===== src/rtl/read_channel_axi_burst.sv =====
// read_channel_axi_burst
//   Cache line-refill engine on the AXI4 read channel. It fetches one line of
//   2**LINE2MEM_W backend words as one or more INCR bursts of 2**BURST_W
//   beats and streams every beat to the line memory. A line that sees any
//   protocol or slave error is fetched again, up to MAX_RETRY times. If it
//   still fails, a one-cycle error pulse is raised.
// Ports
//   clk, reset            clock, synchronous active-high reset
//   replace_valid/_addr   refill request and line address (taken only in IDLE)
//   replace               engine busy
//   read_valid/_addr/_rdata  beat write port to the line memory
//   error                 line failed after all retries
//   m_axi_ar*/m_axi_r*    AXI4 master read address and read data channels
module read_channel_axi_burst #(
  parameter int FE_ADDR_W   = 32,
  parameter int BE_ADDR_W   = FE_ADDR_W,
  parameter int BE_DATA_W   = 32,
  parameter int LINE2MEM_W  = 2,
  parameter int MAX_BURST_W = 8,
  parameter int MAX_RETRY   = 3,
  parameter int AXI_LEN_W   = 8,
  parameter int AXI_ID_W    = 1,
  parameter int AXI_ID      = 0,
  localparam int BE_BYTE_W  = $clog2(BE_DATA_W/8),
  localparam int LA_W       = FE_ADDR_W-BE_BYTE_W-LINE2MEM_W,
  localparam int RA_W       = (LINE2MEM_W > 0) ? LINE2MEM_W : 1
) (
  input  logic                 clk,
  input  logic                 reset,
  input  logic                 replace_valid,
  input  logic [LA_W-1:0]      replace_addr,
  output logic                 replace,
  output logic                 read_valid,
  output logic [RA_W-1:0]      read_addr,
  output logic [BE_DATA_W-1:0] read_rdata,
  output logic                 error,
  output logic [AXI_ID_W-1:0]  m_axi_arid,
  output logic [BE_ADDR_W-1:0] m_axi_araddr,
  output logic [AXI_LEN_W-1:0] m_axi_arlen,
  output logic [2:0]           m_axi_arsize,
  output logic [1:0]           m_axi_arburst,
  output logic                 m_axi_arlock,
  output logic [3:0]           m_axi_arcache,
  output logic [2:0]           m_axi_arprot,
  output logic                 m_axi_arvalid,
  input  logic                 m_axi_arready,
  input  logic [AXI_ID_W-1:0]  m_axi_rid,
  input  logic [BE_DATA_W-1:0] m_axi_rdata,
  input  logic [1:0]           m_axi_rresp,
  input  logic                 m_axi_rlast,
  input  logic                 m_axi_rvalid,
  output logic                 m_axi_rready
);

  localparam int BURST_W  = (LINE2MEM_W < MAX_BURST_W) ? LINE2MEM_W : MAX_BURST_W;
  localparam int NBURST_W = LINE2MEM_W - BURST_W;
  localparam int NBURST   = 2**NBURST_W;
  localparam int BEATS    = 2**BURST_W;
  localparam int BI_W     = (NBURST_W > 0) ? NBURST_W : 1;
  localparam int BC_W     = BURST_W + 1;
  localparam int RT_W     = (MAX_RETRY > 0) ? $clog2(MAX_RETRY+1) : 1;

  localparam logic [BI_W-1:0]      BI_LAST   = BI_W'(NBURST-1);
  localparam logic [BC_W-1:0]      BC_LAST   = BC_W'(BEATS-1);
  localparam logic [RT_W-1:0]      RT_MAX    = RT_W'(MAX_RETRY);
  localparam logic [AXI_LEN_W-1:0] ARLEN     = AXI_LEN_W'(BEATS-1);
  localparam logic [AXI_ID_W-1:0]  ID        = AXI_ID_W'(AXI_ID);

  typedef enum logic [1:0] {S_IDLE, S_ADDR, S_DATA, S_DONE} state_t;

  state_t          state_q, state_d;
  logic [LA_W-1:0] line_addr_q, line_addr_d;
  logic [BI_W-1:0] burst_idx_q, burst_idx_d;
  logic [BC_W-1:0] beat_cnt_q, beat_cnt_d;
  logic [RA_W-1:0] read_addr_q, read_addr_d;
  logic            err_flag_q, err_flag_d;
  logic [RT_W-1:0] retry_cnt_q, retry_cnt_d;

  logic            last_beat;
  logic            beat_err;
  logic [BE_ADDR_W-1:0] base_addr, burst_off;

  // The burst is closed by the beat count alone; rlast is only cross-checked.
  assign last_beat = (beat_cnt_q == BC_LAST);
  assign beat_err  = (m_axi_rresp != 2'b00) || (m_axi_rid != ID) ||
                     (m_axi_rlast != last_beat);

  assign base_addr = BE_ADDR_W'(line_addr_q) << (LINE2MEM_W + BE_BYTE_W);
  assign burst_off = BE_ADDR_W'(burst_idx_q) << (BURST_W + BE_BYTE_W);

  always_comb begin
    state_d     = state_q;
    line_addr_d = line_addr_q;
    burst_idx_d = burst_idx_q;
    beat_cnt_d  = beat_cnt_q;
    read_addr_d = read_addr_q;
    err_flag_d  = err_flag_q;
    retry_cnt_d = retry_cnt_q;
    case (state_q)
      S_IDLE: begin
        if (replace_valid) begin
          line_addr_d = replace_addr;
          err_flag_d  = 1'b0;
          retry_cnt_d = '0;
          burst_idx_d = '0;
          read_addr_d = '0;
          state_d     = S_ADDR;
        end
      end
      S_ADDR: begin
        if (m_axi_arready) begin
          beat_cnt_d = '0;
          state_d    = S_DATA;
        end
      end
      S_DATA: begin
        if (m_axi_rvalid) begin
          if (beat_err) err_flag_d = 1'b1;
          if (LINE2MEM_W > 0) read_addr_d = read_addr_q + 1'b1;
          beat_cnt_d = beat_cnt_q + 1'b1;
          if (last_beat) begin
            if (burst_idx_q != BI_LAST) begin
              burst_idx_d = burst_idx_q + 1'b1;
              state_d     = S_ADDR;
            end else begin
              state_d = S_DONE;
            end
          end
        end
      end
      S_DONE: begin
        // One idle cycle lets the last beat settle in the line memory.
        if (!err_flag_q) begin
          state_d = S_IDLE;
        end else if (retry_cnt_q != RT_MAX) begin
          retry_cnt_d = retry_cnt_q + 1'b1;
          err_flag_d  = 1'b0;
          burst_idx_d = '0;
          read_addr_d = '0;
          state_d     = S_ADDR;
        end else begin
          state_d = S_IDLE;
        end
      end
      default: state_d = S_IDLE;
    endcase
  end

  always_ff @(posedge clk) begin
    if (reset) begin
      state_q     <= S_IDLE;
      line_addr_q <= '0;
      burst_idx_q <= '0;
      beat_cnt_q  <= '0;
      read_addr_q <= '0;
      err_flag_q  <= 1'b0;
      retry_cnt_q <= '0;
    end else begin
      state_q     <= state_d;
      line_addr_q <= line_addr_d;
      burst_idx_q <= burst_idx_d;
      beat_cnt_q  <= beat_cnt_d;
      read_addr_q <= read_addr_d;
      err_flag_q  <= err_flag_d;
      retry_cnt_q <= retry_cnt_d;
    end
  end

  assign replace       = (state_q != S_IDLE);
  assign m_axi_arvalid = (state_q == S_ADDR);
  assign m_axi_rready  = (state_q == S_DATA);
  assign read_valid    = (state_q == S_DATA) && m_axi_rvalid;
  assign read_addr     = (state_q == S_IDLE) ? '0 : read_addr_q;
  assign read_rdata    = m_axi_rdata;
  assign error         = (state_q == S_DONE) && err_flag_q && (retry_cnt_q == RT_MAX);

  assign m_axi_arid    = ID;
  assign m_axi_araddr  = base_addr + burst_off;
  assign m_axi_arlen   = ARLEN;
  assign m_axi_arsize  = 3'(BE_BYTE_W);
  assign m_axi_arburst = 2'b01;
  assign m_axi_arlock  = 1'b0;
  assign m_axi_arcache = 4'b0011;
  assign m_axi_arprot  = 3'b000;

endmodule

===== config.mk =====
export PLATFORM = sky130hd
export DESIGN_NAME = read_channel_axi_burst
export DESIGN_NICKNAME = d
export VERILOG_FILES = /design/src/rtl/read_channel_axi_burst.sv
export SDC_FILE = /design/constraint.sdc
export NUM_CORES = 1
export LEC_CHECK = 0
export BUFFER_PORTS_ARGS = -buffer_cell sky130_fd_sc_hd__buf_4
export CAP_MARGIN = 0
export CORE_MARGIN = 4
export CORE_UTILIZATION = 25
export CTS_CLUSTER_SIZE = 28
export DETAILED_ROUTE_END_ITERATION = 10
export PLACE_DENSITY = 0.61
export SETUP_SLACK_MARGIN = 0.15
export SLEW_MARGIN = 20
export SYNTH_ARGS = -nofsm -noshare
export SYNTH_HDL_FRONTEND = slang
export SYNTH_SLANG_ARGS = --single-unit

===== constraint.sdc =====
create_clock -name clk -period 1.9 [get_ports clk]
set_clock_uncertainty 0.1 [all_clocks]
set_input_delay 0.19 -clock clk [delete_from_list [all_inputs] [get_ports clk]]
set_output_delay 0.19 -clock clk [all_outputs]
set_load 0.05 [all_outputs]

Yosys cells after proc, flatten, opt, wreduce, memory -nomap -nowiden:

Cells that the tools add are included.

* bits in registers: 39
* bits of input ports: 69
* output and inout port bits: 93
* word-level logic and storage cells: 76

* add/subtract/negate cells: 5
* equality and inequality tests: 14
* multiplexer cells: 32
* reductions and logical operators: 18

Operators by type and width (number)
* $add 32x5->32: 1
* $mux 2: 12
* $mux 1: 12
* $reduce_and 4->1: 3
* $ne 2x2->1 const B: 5
* $pmux 2 s4: 1
* $reduce_bool 2->1: 4
* $eq 2x2->1 const B: 3
* $mux 3: 2
* $ne 2x1->1 const B: 3
* $pmux 1 s3: 2
* $pmux 2 s3: 1
* $pmux 3 s2: 1
* $reduce_and 6->1: 1
* $reduce_and 5->1: 1
* $add 2x1->2 const B: 2
* $pmux 2 s2: 1
* $add 3x1->3 const B: 1
* $eq 3x2->1 const B: 1
* $logic_and 1x1->1: 3
* $reduce_and 3->1: 1
* $reduce_bool 3->1: 1
* $eq 2x1->1 const B: 1
* $logic_not 2->1: 1
* other kinds (4): 5

Longest topological paths before layout:

* depth after elaboration: 6
* mapped depth: 8

Least setup slack after synthesis:

Ideal clock, no wire load.

* kind: register to register
* from: register state_q[1]
* to: register state_q[0]
* setup time: 0.117 ns
* arrival: 1.801 ns
* setup slack: -0.119 ns
* stages on the path, launching flop included: 7
* clock period less this slack: 2.019 ns
* path through: dfxtp_1 -> inv_1 -> ha_1 -> nor2b_4 -> a2111oi_4 -> o21ai_1 -> a32o_1

* cells in the longest elaborated chain, start to end: 3
* elaborated cells between the ends (all ways): 10

RTL lines
* start: declaration: line 71 `state_t state_q, state_d;`
* start signal: assignment: line 159 `state_q <= state_d;`
* $eq 2x1->1 (*)
* via m_axi_arvalid: line 45 `output logic m_axi_arvalid,`
* $ne 2x1->1 (no source line)
* $reduce_and 4->1 (no source line)

The timed path passes the listed nets; every way through them passes the cells marked *.
A chain may end at the register's enable or synchronous reset.

Final worst setup path:

* from: register beat_cnt_q[0]
* to: register state_q[0]

* cells in the longest elaborated chain, start to end: 3

RTL lines
* start: declaration: line 74 `logic [BC_W-1:0] beat_cnt_q, beat_cnt_d;`
* start signal: assignment: line 162 `beat_cnt_q <= beat_cnt_d;`
* $eq 3x2->1: line 84 `assign last_beat = (beat_cnt_q == BC_LAST);`
* $ne 2x1->1 (no source line)
* $reduce_and 4->1 (no source line)

Every way passes these cells.

==> run_results.csv <==
group,metric,value,unit
detailed_routing,wl,5000,um
synth,synth-xor-area-share,0.414,%
pwr,p_clk_share,16.5,%
floorplanning,design.die.area,10000,um2
timing,finalCritPeriodShare,90.0,%
timing,fmax,585,MHz
detailed_routing,vias,1702,
synth,synth_cell_types,33,
layout,fillers,895,
synth,synth_compound_area_share,13.0,%
global_routing,gr-usage-met2,17.2,%
synth,ys_warn_count,0,
floorplanning,row_count,33,
global_routing,met3_usage,3.27,%
cts,clkLatencyLatePin,0.28,ns
timing,period_needed,1.71,ns
pwr,total_power,3.53,mW
place,port_buffers,71,
synth,yosysTopAreaCell,"dfxtp_1",
synth,synth.area.mux_share,1.42,%
synth,synthMostInstantiatedCell,"nand2_1",
run_status,run_status,"completed",
timing,holdWs,0.0465,ns
cts,ctsLongestPathBuffers,2,
timing,setup_viol,0,
timing,maxSlewViolCount,0,
detailed_routing,vias_per_cell,4.11,
synth,async_flop_share,0,%
pwr,switching_share,45.6,%
cts,cts_hold_buf,0,
floorplanning,die_h,100,um
layout,fin_nets,384,
critical_path,path_cells,"ha_1, ha_2, inv_1, a2111oi_4, o21ai_1, a32o_1",
pwr,powerDensity,1340,nW/um2
layout,antenna_cells,0,
place,gp_congestion,0.746,
critical_path,cpMaxStageDelayCell,"a2111oi_4",
place,dp_hpwl,3680,um
synth,synthAdderAreaFrac,4.14,%
synth,synth.avg_cell_area,8.01,um2
critical_path,cp_data_required_time,1.98,ns
pwr,p_switching,1.61,mW
floorplanning,start_util,25.7,%
floorplanning,die_x,100,um
critical_path,r2r_end,"state_q[0]",
min_path,hold_path_class,"input pin to register",
timing,rsz0062_at_grt,"yes",
synth,ys_seq_area_share,36.0,%
min_path,worstHoldStart,"replace_addr[19]",
global_routing,antenna_found_initial,0,
global_routing,grt_pass1_wl,7820,um
synth,ys_ff_latch,38,
critical_path,end_kind,"register",
detailed_routing,firstDrtPassIters,4,
synth,synthCells,264,
critical_path,worst-setup-path-type,"register to register",
critical_path,r2r_slack,0.19,ns
synth,synth-simple-area-share,20.5,%
floorplanning,core-area,8220,um2
global_routing,globalRoute.totalOverflow,0,
synth,synth_area_leaders,"dfxtp_1 (36%), buf_4 (21%), nand2_1 (11%), a21oi_1 (7.8%), ha_1 (4.1%)",
synth,ys.flop_type,"dfxtp_1",
critical_path,regToRegStartpoint,"beat_cnt_q[0]",
critical_path,startpoint_type,"register",
global_routing,grt_start_max_net_pins,24,
min_path,min_delay_worst_endpoint,"line_addr_q[19]",
pwr,max-vdd-ir-drop,0.000438,V
synth,synth_edf_count,0,
cts,numClockSinks,38,
detailed_routing,initialDrtViolationCount,62,
cts,cts_buffers,5,
min_path,min_path_cells,3,
critical_path,rr_worst_depth,6,
layout,multi_input_area,975,um2
cts,tritoncts,"done",
pwr,p_int,1.92,mW
global_routing,grt-busiest-layer,"met2",
global_routing,use_met1,11.1,%
cts,cts-htree-levels,2,
synth,synth_area,2120,um2
synth,ys_top_cells_by_count,"nand2_1 (63), buf_4 (58), dfxtp_1 (38)",
synth,synth_top_area_share,36.0,%
timing,finalHoldViolations,0,
detailed_routing,drc,0,
global_routing,grtUsageTotal,9.80,%
cts,clk_pin_slew_worst_paths,0.08,ns
floorplanning,pin_count,162,
layout,area_growth,24.3,%
critical_path,crit_fanout,4,
layout,layout-drive-gt1-share,34.6,%
pwr,pwr-share-comb,53.8,%
critical_path,cpPeakStageDelay,0.42,ns
global_routing,grt_pass1_vias,1646,
detailed_routing,drtAntennaViolNets,0,
cts,clock-root-buffer,"clkbuf_8",
layout,seq_area,771,um2
pwr,p_leak,1.19,nW
synth,synth_top_family_by_area,"buffers and inverters",
detailed_routing,routedWlPerCell,12.1,um
run,cap_violations,0,
critical_path,arrival,1.79,ns
pwr,p_seq_share,29.8,%
==> routing by layer <==
layer / part of all wire, % / vias to the layer above / wire [um]
met5: 0 / - / 0
met4: 1.4 / 0 / 70
met3: 8.8 / 13 / 441
met2: 49 / 63 / 2460
met1: 40 / 768 / 2020
li1: - / 858 / -
==> worst max-delay path, delay by kind of cell, from the launching register on <==
kind | cells | cell delay [ns]
fa+ha+maj | 2 | 0.33
buf+inv | 1 | 0.06
compound gates | 3 | 0.76
flops | 1 | 0.35
==> per-stage QoR <==
step	cell area (um2)	TNS (ns)	setup slack, ns	cells	utilization, %
3_3_place_gp	2440	0	0.0546	401	29.7
5_1_grt	2630	0	0.113	414	32.0
4_1_cts	2600	0	0.153	412	31.7
2_1_floorplan	2220	0	0.0587	288	-
6_report	2630	0	0.191	414	32.0
3_5_place_dp	2440	-0.0120	-0.0120	401	29.7
==> logic make-up (layout without fill, tap and decap cells) <==
group	count (synthesis)	count (layout)
muxes	3	3
DFF	38	38
other	2	26
and+or+nand+nor	92	92
xor gates and xnor gates	1	1
adders and majority gates	7	7
buffers and inverters	76	97
AOI/OAI and AO/OA	45	45
==> sequential cells by signal (all words and copies together), names as in the netlist <==
register     count
line_addr_q     28
beat_cnt_q       3
read_addr_q      2
retry_cnt_q      2
state_q          2
err_flag_q       1
==> power by group through the flow <==
stage | logic, mW | clock network [mW] | registers [mW]
global route | 2.06 | 0.666 | 1.07
global placement | 1.77 | 0 | 1.05
floorplan | 1.19 | 0 | 1.40
detailed placement | 1.79 | 0 | 1.06
finish | 1.90 | 0.582 | 1.05
CTS | 1.89 | 0.637 | 1.05
==> worst max-delay path by stage <==
stage | from | to | slack [ns] | depth (start not counted)
detailed placement | state_q[0] | state_q[0] | -0.01 | 6
global route | state_q[0] | state_q[0] | 0.11 | 6
global placement | state_q[0] | state_q[0] | 0.05 | 6
CTS | state_q[1] | state_q[0] | 0.15 | 6
floorplan | state_q[0] | state_q[0] | 0.06 | 7
finish | beat_cnt_q[0] | state_q[0] | 0.19 | 6
==> placed cells by master (no fill, tap or decap), types with 2 or more instances in the layout <==
cell / count
nand2b_1: 3
dfxtp_1: 34
nor2_1: 6
a21oi_1: 33
a311oi_1: 2
dfxtp_2: 2
buf_6: 2
inv_2: 2
conb_1: 26
buf_4: 79
mux2i_1: 3
o21ai_0: 4
nand2_1: 63
ha_1: 4
ha_4: 2
nor3b_1: 2
and3_1: 3
inv_1: 5
nor2b_1: 3
nor2b_4: 3
dfxtp_4: 2
clkbuf_8: 6
and2_1: 2
==> final cells by class <==
| cell class | instances | share of cell area [%] |
|---|---|---|
| multi-input cells | 174 | 37.1 |
| flip-flops and latches | 38 | 29.3 |
| repair buffers | 82 | 24.2 |
| well taps | 105 | 5.00 |
| clock buffers | 7 | 3.28 |
| inverters | 7 | 0.999 |
| clock inverters | 1 | 0.190 |
==> timing repair <==
| item | CTS | global route |
|---|---|---|
| cloned | 0 | 0 |
| resized for setup | 11 | 5 |
| endpoints found under the setup margin | 9 | 7 |
| pin swaps | 2 | 3 |
| setup buffers | 3 | 2 |
Note: power is estimated with default switching activity, not from simulation.
